`src/rtl/hdmi_vpg_param.sv`:
```
// Parametrised video timing generator with RGB565 -> RGB888 formatter.
// Three-stage pipeline: counters/pix_req, pixel arrival, registered outputs.
module hdmi_vpg_param #(
  parameter int H_ACTIVE    = 640,
  parameter int H_FP        = 16,
  parameter int H_SYNC      = 96,
  parameter int H_BP        = 48,
  parameter int V_ACTIVE    = 480,
  parameter int V_FP        = 10,
  parameter int V_SYNC      = 2,
  parameter int V_BP        = 33,
  parameter int HS_POL      = 0,
  parameter int VS_POL      = 0,
  parameter int START_LINES = 2,
  parameter int CNT_W       = 12
) (
  input  logic        clk,
  input  logic        rst,
  input  logic        en,
  input  logic [15:0] pixel,
  input  logic [1:0]  mode,
  input  logic [4:0]  th_r,
  input  logic [5:0]  th_g,
  input  logic [4:0]  th_b,
  output logic        pclk,
  output logic        pix_req,
  output logic        frame_start,
  output logic        hs,
  output logic        vs,
  output logic        de,
  output logic [7:0]  vga_r,
  output logic [7:0]  vga_g,
  output logic [7:0]  vga_b
);

  localparam int H_TOTAL  = H_ACTIVE + H_FP + H_SYNC + H_BP;
  localparam int V_TOTAL  = V_ACTIVE + V_FP + V_SYNC + V_BP;
  localparam int WAIT_CYC = (START_LINES * H_TOTAL > 0) ? START_LINES * H_TOTAL : 1;
  localparam int WAIT_W   = $clog2(WAIT_CYC + 1);

  localparam logic [CNT_W-1:0]  H_LAST  = CNT_W'(H_TOTAL - 1);
  localparam logic [CNT_W-1:0]  V_LAST  = CNT_W'(V_TOTAL - 1);
  localparam logic [CNT_W-1:0]  H_ACT_C = CNT_W'(H_ACTIVE);
  localparam logic [CNT_W-1:0]  V_ACT_C = CNT_W'(V_ACTIVE);
  localparam logic [CNT_W-1:0]  HS_BEG  = CNT_W'(H_ACTIVE + H_FP);
  localparam logic [CNT_W-1:0]  HS_END  = CNT_W'(H_ACTIVE + H_FP + H_SYNC);
  localparam logic [CNT_W-1:0]  VS_BEG  = CNT_W'(V_ACTIVE + V_FP);
  localparam logic [CNT_W-1:0]  VS_END  = CNT_W'(V_ACTIVE + V_FP + V_SYNC);
  localparam logic [WAIT_W-1:0] W_LAST  = WAIT_W'(WAIT_CYC - 1);
  localparam logic              HS_ON   = 1'(HS_POL);
  localparam logic              VS_ON   = 1'(VS_POL);

  typedef enum logic [1:0] {S_IDLE, S_WAIT, S_RUN} state_t;

  state_t             state_q, state_d;
  logic [CNT_W-1:0]   h_q, h_d, v_q, v_d;
  logic [WAIT_W-1:0]  wait_q, wait_d;

  // Stage 0/1/2 pipeline registers
  logic        req_q, fs_q, hs0_q, vs0_q;
  logic        de1_q, hs1_q, vs1_q;
  logic        de2_q, hs2_q, vs2_q;
  logic [23:0] rgb_q;
  logic        req_d, fs_d, hs0_d, vs0_d;
  logic [23:0] rgb_d;

  logic [1:0] sh_mode_q;
  logic [4:0] sh_tr_q, sh_tb_q;
  logic [5:0] sh_tg_q;

  always_comb begin
    state_d = state_q;
    h_d     = h_q;
    v_d     = v_q;
    wait_d  = wait_q;
    case (state_q)
      S_IDLE: begin
        h_d    = '0;
        v_d    = '0;
        wait_d = '0;
        if (en) state_d = S_WAIT;
      end
      S_WAIT: begin
        if (!en) begin
          state_d = S_IDLE;
          wait_d  = '0;
        end else if (wait_q == W_LAST) begin
          state_d = S_RUN;
          wait_d  = '0;
        end else begin
          wait_d = wait_q + 1'b1;
        end
      end
      S_RUN: begin
        if (h_q == H_LAST) begin
          h_d = '0;
          if (v_q == V_LAST) begin
            v_d = '0;
            // A dropped enable only takes effect at the frame boundary.
            if (!en) state_d = S_IDLE;
          end else begin
            v_d = v_q + 1'b1;
          end
        end else begin
          h_d = h_q + 1'b1;
        end
      end
      default: state_d = S_IDLE;
    endcase
  end

  // pix_req is a fire-and-forget request: no backpressure, upstream must
  // present the pixel exactly one cycle after each pix_req.
  always_comb begin
    req_d = (state_d == S_RUN) && (h_d < H_ACT_C) && (v_d < V_ACT_C);
    fs_d  = (state_d == S_RUN) && (h_d == '0) && (v_d == '0);
    hs0_d = ((h_d >= HS_BEG) && (h_d < HS_END)) ? HS_ON : ~HS_ON;
    vs0_d = ((v_d >= VS_BEG) && (v_d < VS_END)) ? VS_ON : ~VS_ON;
  end

  logic [4:0] pr, pb, y;
  logic [5:0] pg;
  logic [6:0] sum;
  logic [23:0] rgb_plain;
  logic        th_dark;

  always_comb begin
    pr        = pixel[15:11];
    pg        = pixel[10:5];
    pb        = pixel[4:0];
    rgb_plain = {pr, pr[4:2], pg, pg[5:4], pb, pb[4:2]};
    sum       = {2'b00, pr} + {2'b00, pg[5:1]} + {2'b00, pb};
    y         = 5'(sum / 7'd3);
    th_dark   = (pr > sh_tr_q) || (pg > sh_tg_q) || (pb < sh_tb_q);
    rgb_d     = 24'h000000;
    if (de1_q) begin
      case (sh_mode_q)
        2'd0:    rgb_d = rgb_plain;
        2'd1:    rgb_d = {3{y, y[4:2]}};
        2'd2:    rgb_d = th_dark ? 24'h000000 : 24'hFFFFFF;
        default: rgb_d = ~rgb_plain;
      endcase
    end
  end

  always_ff @(posedge clk) begin
    if (rst) begin
      state_q   <= S_IDLE;
      h_q       <= '0;
      v_q       <= '0;
      wait_q    <= '0;
      req_q     <= 1'b0;
      fs_q      <= 1'b0;
      hs0_q     <= ~HS_ON;
      vs0_q     <= ~VS_ON;
      de1_q     <= 1'b0;
      hs1_q     <= ~HS_ON;
      vs1_q     <= ~VS_ON;
      de2_q     <= 1'b0;
      hs2_q     <= ~HS_ON;
      vs2_q     <= ~VS_ON;
      rgb_q     <= '0;
      sh_mode_q <= 2'd0;
      sh_tr_q   <= '0;
      sh_tg_q   <= '0;
      sh_tb_q   <= '0;
    end else begin
      state_q <= state_d;
      h_q     <= h_d;
      v_q     <= v_d;
      wait_q  <= wait_d;
      req_q   <= req_d;
      fs_q    <= fs_d;
      hs0_q   <= hs0_d;
      vs0_q   <= vs0_d;
      de1_q   <= req_q;
      hs1_q   <= hs0_q;
      vs1_q   <= vs0_q;
      de2_q   <= de1_q;
      hs2_q   <= hs1_q;
      vs2_q   <= vs1_q;
      rgb_q   <= rgb_d;
      // Shadowed per frame so a frame never mixes two modes.
      if (fs_q) begin
        sh_mode_q <= mode;
        sh_tr_q   <= th_r;
        sh_tg_q   <= th_g;
        sh_tb_q   <= th_b;
      end
    end
  end

  assign pclk        = clk;
  assign pix_req     = req_q;
  assign frame_start = fs_q;
  assign de          = de2_q;
  assign hs          = hs2_q;
  assign vs          = vs2_q;
  assign vga_r       = rgb_q[23:16];
  assign vga_g       = rgb_q[15:8];
  assign vga_b       = rgb_q[7:0];

endmodule

```
`config.mk`:
```
export PLATFORM = sky130hd
export DESIGN_NAME = hdmi_vpg_param
export DESIGN_NICKNAME = d
export VERILOG_FILES = /design/src/rtl/hdmi_vpg_param.sv
export SDC_FILE = /design/constraint.sdc
export NUM_CORES = 1
export LEC_CHECK = 0
export BUFFER_PORTS_ARGS = -buffer_cell sky130_fd_sc_hd__buf_2
export CAP_MARGIN = 20
export CORE_ASPECT_RATIO = 0.6
export CORE_MARGIN = 1.5
export CORE_UTILIZATION = 55
export CTS_BUF_LIST = sky130_fd_sc_hd__clkbuf_4 sky130_fd_sc_hd__clkbuf_8
export CTS_CLUSTER_DIAMETER = 60
export CTS_CLUSTER_SIZE = 8
export DETAILED_ROUTE_END_ITERATION = 12
export GPL_ROUTABILITY_DRIVEN = 0
export PLACE_DENSITY = 0.77
export SLEW_MARGIN = 20
export SYNTH_ARGS = -nofsm -noshare
export SYNTH_HDL_FRONTEND = slang
export SYNTH_SLANG_ARGS = --single-unit
```
`constraint.sdc`:
```
create_clock -name clk -period 6.2 [get_ports clk]
set_clock_uncertainty 0.15 [all_clocks]
set_input_delay 0.62 -clock clk [delete_from_list [all_inputs] [get_ports clk]]
set_output_delay 0.62 -clock clk [all_outputs]
set_load 0.01 [all_outputs]
```
---- Word level (Yosys, flattened, before mapping) ----
Cells that the tools add are included.
word-level totals
  register bits ........................... 89
  bits in latches ......................... 0
  bits in writable memories ............... 0
  bits in read-only memories .............. 0
  input port bits ......................... 37
  logic and storage cells ................. 77
  memories kept ........................... 0
operators by class
  $add $sub $neg .......................... 5
  multiply operators ...................... 0
  divide/modulo/power cells ............... 1
  order comparisons ....................... 9
  equal/unequal tests ..................... 8
  shift operators ......................... 0
  mux-type cells .......................... 19
  bitwise operators ....................... 2
  reduce and logical (&&, ||, !) cells .... 14
operators by type and width
  kind                                                                                   number
  24-bit case mux with 3 select lines                                                    1
  12-bit case mux with 2 select lines                                                    2
  12-bit 2-to-1 mux                                                                      3
  12-bit by 1-bit adder with 12-bit output, second input constant                        2
  12-bit by 10-bit equality test with 1-bit output, second input constant                2
  12-bit zero test                                                                       2
  12-bit by 10-bit less-than comparator with 1-bit output, second input constant         2
  12-bit by 9-bit less-than comparator with 1-bit output, second input constant          2
  24-bit 2-to-1 mux                                                                      1
  24-bit inverter                                                                        1
  11-bit 2-to-1 mux                                                                      2
  11-bit case mux with 2 select lines                                                    1
  12-bit by 10-bit greater-or-equal comparator with 1-bit output, second input constant  1
  12-bit by 9-bit greater-or-equal comparator with 1-bit output, second input constant   1
  2-bit 2-to-1 mux                                                                       6
  11-bit by 1-bit adder with 11-bit output, second input constant                        1
  11-bit equality test, second input constant                                            1
  6-bit by 5-bit adder with 7-bit output                                                 1
  7-bit by 2-bit divider with 7-bit output, second input constant                        1
  5-bit by 5-bit adder with 6-bit output                                                 1
  2-bit equality test, second input constant                                             3
  6-bit greater-than comparator                                                          1
  1-bit logical AND                                                                      6
  2-bit case mux with 3 select lines                                                     1
  9 further kinds                                                                        13

---- Logic depth before layout (Yosys ltp) ----
Gate-level depths: netlist of run 1.
  word-level depth ........................ 7
  gate-level depth with buffers ........... 17
  gate-level depth less buffers ........... 17

==> results.txt, run 1 <==
status: completed
flop2flop setup slack: 2.89 ns
layout cells sized above 1: 16.0%
number of synthesized flops with an enable pin: 0
Leak: 2.30 nW
CTS tree: done
I/O pin cnt: 67
leading cell type in the layout, fill and taps excluded: nor2_1
Final Util: 63.6%
Via Count: 4716
WS Path Type: in -> reg
Cell Area, Synth: 4920 sq um
Hold Path Sink: sh_tg_q[5]
Syn Area/Cell: 8.10 sq um
routed wire length: 12700 microns
switching pwr: 467 uW
Post-synth top flop: dfxtp_1
Seq/Total Area, Yosys: 33.7%
setup_tns: 0 ns
endpoint class of the critical path: register
PostCTS Resize Cnt: 0
FF+latch count, synth: 83
die span in y: 76.3 microns
syn nets: 675
HP Class: in -> reg
vias in the first global route: 4221
number of distinct library cells after synthesis: 67
Int Pwr: 945 uW
DRT iter0 DRCs: 569
synth warn: 0
gr usage total: 27.4%
WP data arrival: 4.98 ns
standard-cell rows: 26
most frequent cells in the layout: 89 x nor2_1, 82 x dfxtp_1, 66 x buf_2
switch share: 33.1%
max-cap viol count: 0
Required @ worst endpoint: 6.42 ns
Fin. Hold Viols: 0
max_slew headroom: 39.9%
sequential share of power: 40.8%
via/cell ratio: 6.13
Layout Nets: 719
Peak Freq: 0.210 GHz
FFs w/ async S/R, synth: 0%
total die area: 9550 sq um
Area growth syn-to-layout: 11.0%
Final min period: 4.76 ns
Reg-to-Reg End: rgb_q[4]
Slew Viols, Final: 0
Worst Path Max Fanout: 5
Final ANT Viol Nets: 0
Initial Util: 57.3%
Die W: 125 microns
Clock transition at path regs: 0.08 ns
global-route wire length before repair: 21000 microns
Avg WL per Cell: 16.5 microns
dpl hpwl: 9320 microns
initial antenna violation count: 0
Final period util: 76.7%
Syn Inst Count: 608
PortBufs: 66
clk_lat worst skew: 0.46 ns
RSZ-0062 raised after global routing: false
gr ovfl total: 0
antenna diode count: 0
Clock Power Share: 32.0%
first drt pass iteration count: 5
post-CTS setup buffer count: 0
Worst Hold Depth: 3
worst flop-to-flop path startpoint: sh_tg_q[1]
Register-to-Register Path Depth: 11
Post-CTS Hold Fix Bufs: 0
combinational cell fraction of total power: 27.1%
Core Area: 8590 sq um
largest net degree at the start of global routing: 62
Startpoint Class: primary input
power per cell area: 258 nW/um^2
maximum VDD drop: 0.000130 V
setup violators final: 0
Slew @ Worst Pin: 0.898 ns
# DRC: 0
hold path start: th_g[5]
-- cells in the mapped netlist, drive strengths merged, types with 9 or more instances --
cell | n | area, sq um
buf | 18 | 111
nand4 | 11 | 68.8
a31oi | 10 | 62.6
nand2 | 33 | 124
dfxtp | 83 | 1660
inv | 29 | 109
ha | 24 | 300
and3 | 9 | 56.3
mux2i | 30 | 300
a21oi | 45 | 225
nor3 | 14 | 70.1
nand3 | 20 | 100
clkbuf | 20 | 75.1
nor2b | 17 | 106
nor2 | 91 | 347
o21ai | 37 | 189
-- metal layers --
metal / vias to the layer above / GRT usage [%] / routed length [microns]
met2: 236 / 36.8 / 4990
met1: 2194 / 40.8 / 6160
met4: 0 / 8.41 / 242
li1: 2252 / - / -
met5: - / 0 / 0
met3: 34 / 9.48 / 1260
-- worst max path at each step --
stage | start | to | depth (start not counted)
final | pixel[1] | rgb_q[11] | 18
after global routing | pixel[1] | rgb_q[11] | 18
after CTS | pixel[1] | rgb_q[11] | 18
after detailed placement | pixel[1] | rgb_q[11] | 18
after global placement | pixel[1] | rgb_q[3] | 18
after floorplan | pixel[1] | rgb_q[3] | 17
-- cell families (layout without fill, tap and decap cells) --
group | count (synthesis) | in the layout | share of synthesized area (%)
AOI/OAI and AO/OA | 146 | 146 | 19.0
xor gates and xnor gates | 7 | 7 | 1.25
adders and majority gates | 30 | 30 | 8.54
buffers and inverters | 68 | 117 | 6.07
DFF | 83 | 83 | 33.7
muxes | 30 | 30 | 6.10
and+or+nand+nor | 244 | 244 | 25.3
-- sequential cells by signal, indices dropped and copies added, names as in the netlist, 2 cells and up --
name and flops:
rgb_q 18, h_q 12, sh_tr_q 5, state_q 2, wait_q 11, sh_tb_q 5, sh_mode_q 2, v_q 12
sh_tg_q 6
-- stage by stage --
stage / instances / total power [mW] / hold slack, ns / worst slack (ns) / area [sq um]
6_report: 769 / 1.41 / 0.243 / 1.44 / 5460
5_1_grt: 769 / 1.49 / 0.244 / 1.24 / 5460
4_1_cts: 769 / 1.41 / 0.235 / 1.56 / 5460
3_5_place_dp: 750 / 0.968 / 0.246 / 1.08 / 5220
3_3_place_gp: 750 / 0.952 / 0.243 / 1.36 / 5220
2_1_floorplan: 608 / 0.881 / 0.239 / 1.71 / 4920
-- critical path, cell delays in order --
cell and delay [ns]:
buf_2 0.09, inv_1 0.07, fa_1 0.54, inv_1 0.06, ha_1 0.23, fa_1 0.45
a211oi_1 0.28, nor2_1 0.14, and3_1 0.24, nor4_1 0.41, mux2i_1 0.18, mux2i_1 0.38
ha_1 0.31, nor2_1 0.09, and4b_1 0.20, a221oi_1 0.31, o31ai_1 0.16, o211ai_1 0.24
-- final cells by class --
class                      count  area, sq um
clock buffer                  15          191
clock inverter                 5         52.6
fill                         770         3130
inverter                      30          113
multi-input combinational    457         2960
sequential                    83         1660
tap                          112          140
timing repair buffer          67          340
-- power by group through the flow --
stage	Sequential [mW]	Clock, mW	Combinational [mW]
3_3_place_gp	0.588	0.00975	0.355
3_5_place_dp	0.588	0.00975	0.370
5_1_grt	0.579	0.490	0.422
4_1_cts	0.576	0.459	0.373
2_1_floorplan	0.574	0.0133	0.294
6_report	0.576	0.452	0.383
Power figures use the tool's default switching activity.
==> run 2, diff against run 1 <==
==> constraint.sdc (replaced) <==
create_clock -name clk -period 4.57 [get_ports clk]
set_clock_uncertainty 0.15 [all_clocks]
set_input_delay 0.457 -clock clk [delete_from_list [all_inputs] [get_ports clk]]
set_output_delay 0.457 -clock clk [all_outputs]
set_load 0.01 [all_outputs]
==> results.txt, run 2 (synthesis results as in run 1) <==
dpl hpwl: 9260 microns
Startpoint Class: primary input
Required @ worst endpoint: 4.81 ns
Initial Util: 57.3%
switching pwr: 645 uW
Final ANT Viol Nets: 0
WP data arrival: 4.55 ns
Design Power: 1.88 mW
via/cell ratio: 6.00
power per cell area: 344 nW/um^2
Seq. cell area: 1660 sq um
max-cap viol count: 0
leading cell type in the layout, fill and taps excluded: nor2_1
worst flop-to-flop path startpoint: sh_tr_q[1]
placed insts: 753
sequential share of power: 41.5%
flop2flop setup slack: 1.22 ns
Clock transition at path regs: 0.09 ns
PortBufs: 66
RSZ-0062 raised after global routing: false
DP Worst Slack: -0.203 ns
biggest regs: rgb_q (18), h_q (12), v_q (12)
switch share: 34.2%
cells along the critical path: buf_2 > inv_1 > fa_1 > inv_1 > ha_1 > fa_1 > a211oi_1 > nor2_1 > and3_1 > nor4_2 > mux2i_1 > mux2i_1 > ha_1 > nor2_1 > and4b_1 > a221oi_1 > o31ai_1 > o211ai_1
Finished Layout Cells: 772
combinational cell fraction of total power: 28.2%
total die area: 9550 sq um
fillcell total: 774
Reg-to-Reg End: rgb_q[4]
setup slack after layout: 0.264 ns
HP Class: in -> reg
first drt pass iteration count: 6
CTS tree: done
Leak: 2.30 nW
WS Path Type: in -> reg
Peak Freq: 0.232 GHz
Area growth syn-to-layout: 11.3%
maximum VDD drop: 0.000207 V
antenna diode count: 0
status: completed
CP max stage cell: fa_1
die span in y: 76.3 microns
Int Pwr: 1.24 mW
vias in the first global route: 4131
Core Area: 8590 sq um
Final Util: 63.8%
layout cells sized above 1: 16.5%
origin of the worst setup path: pixel[1]
global-route wire length before repair: 20200 microns
area of the multi-input gates: 2970 sq um
DRT iter0 DRCs: 395
Biggest register: rgb_q
Layout Nets: 722
routed wire length: 12300 microns
# DRC: 0
most frequent cells in the layout: 89 x nor2_1, 82 x dfxtp_1, 66 x buf_2
Slew Viols, Final: 0
Worst Path Max Fanout: 5
CP endpoint: rgb_q[11]
max FFs per register: 18
Clock Power Share: 30.3%
endpoint class of the critical path: register
Register-to-Register Path Depth: 12
Avg WL per Cell: 15.9 microns
Final min period: 4.31 ns
Fin. Hold Viols: 0
I/O pin cnt: 67
Final period util: 94.2%
standard-cell rows: 26
CP max stage delay: 0.55 ns
max_slew headroom: 43.1%
Via Count: 4630
initial antenna violation count: 0
gr usage total: 26.6%
largest net degree at the start of global routing: 44
gr ovfl total: 0
clk_lat worst skew: 0.48 ns
Slew @ Worst Pin: 0.850 ns
setup violators final: 0
Die W: 125 microns
post-CTS setup buffer count: 0
run 2: metrics by stage:
step	TNS, ns	instance area (sq um)	hold slack (ns)
final	0	5480	0.0658
after global placement	0	5250	0.243
after CTS	0	5470	0.0517
after global routing	0	5480	0.0615
after floorplan	0	4920	0.239
after detailed placement	-0.570	5250	0.244
run 2: worst min-delay path by stage:
| stage | from | to | slack (ns) | cells past startpoint |
|---|---|---|---|---|
| after CTS | th_r[3] | sh_tr_q[3] | 0.05 | 3 |
| after global routing | th_r[1] | sh_tr_q[1] | 0.06 | 3 |
| after floorplan | hs1_q | hs | 0.24 | 1 |
| after global placement | hs0_q | hs1_q | 0.24 | 1 |
| after detailed placement | hs0_q | hs1_q | 0.24 | 1 |
| final | th_r[3] | sh_tr_q[3] | 0.07 | 3 |
run 2: power by group through the flow:
stage / clock network [mW] / registers [mW] / logic [mW]
after CTS: 0.590 / 0.781 / 0.513
final: 0.571 / 0.782 / 0.532
after floorplan: 0.0180 / 0.779 / 0.398
after global placement: 0.0132 / 0.797 / 0.489
after global routing: 0.622 / 0.786 / 0.576
after detailed placement: 0.0132 / 0.798 / 0.511
run 2: repair_timing:
action | CTS | global route
resized for setup | 0 | 1
endpoints found under the setup margin | 0 | 2
hold buffers | 0 | 0
run 2: critical path: cells and delay by family:
family	cells	cell delay [ns]
simple gates	5	0.97
mux	2	0.44
buf+inv	3	0.22
fa+ha+maj	4	1.47
compound gates	4	0.99
run 2: per-layer routing:
metal | track usage (%) | share of wire (%)
met3 | 8.71 | 9.8
met1 | 39.5 | 49
met4 | 7.16 | 1.5
met5 | 0 | 0
met2 | 36.8 | 39
run 2: area by class of cell:
type | instances | area share, %
clock buffers | 14 | 3.36
clock inverters | 6 | 0.845
inverters | 30 | 2.06
multi-input cells | 457 | 54.2
flip-flops and latches | 83 | 30.4
well taps | 112 | 2.56
repair buffers | 70 | 6.62
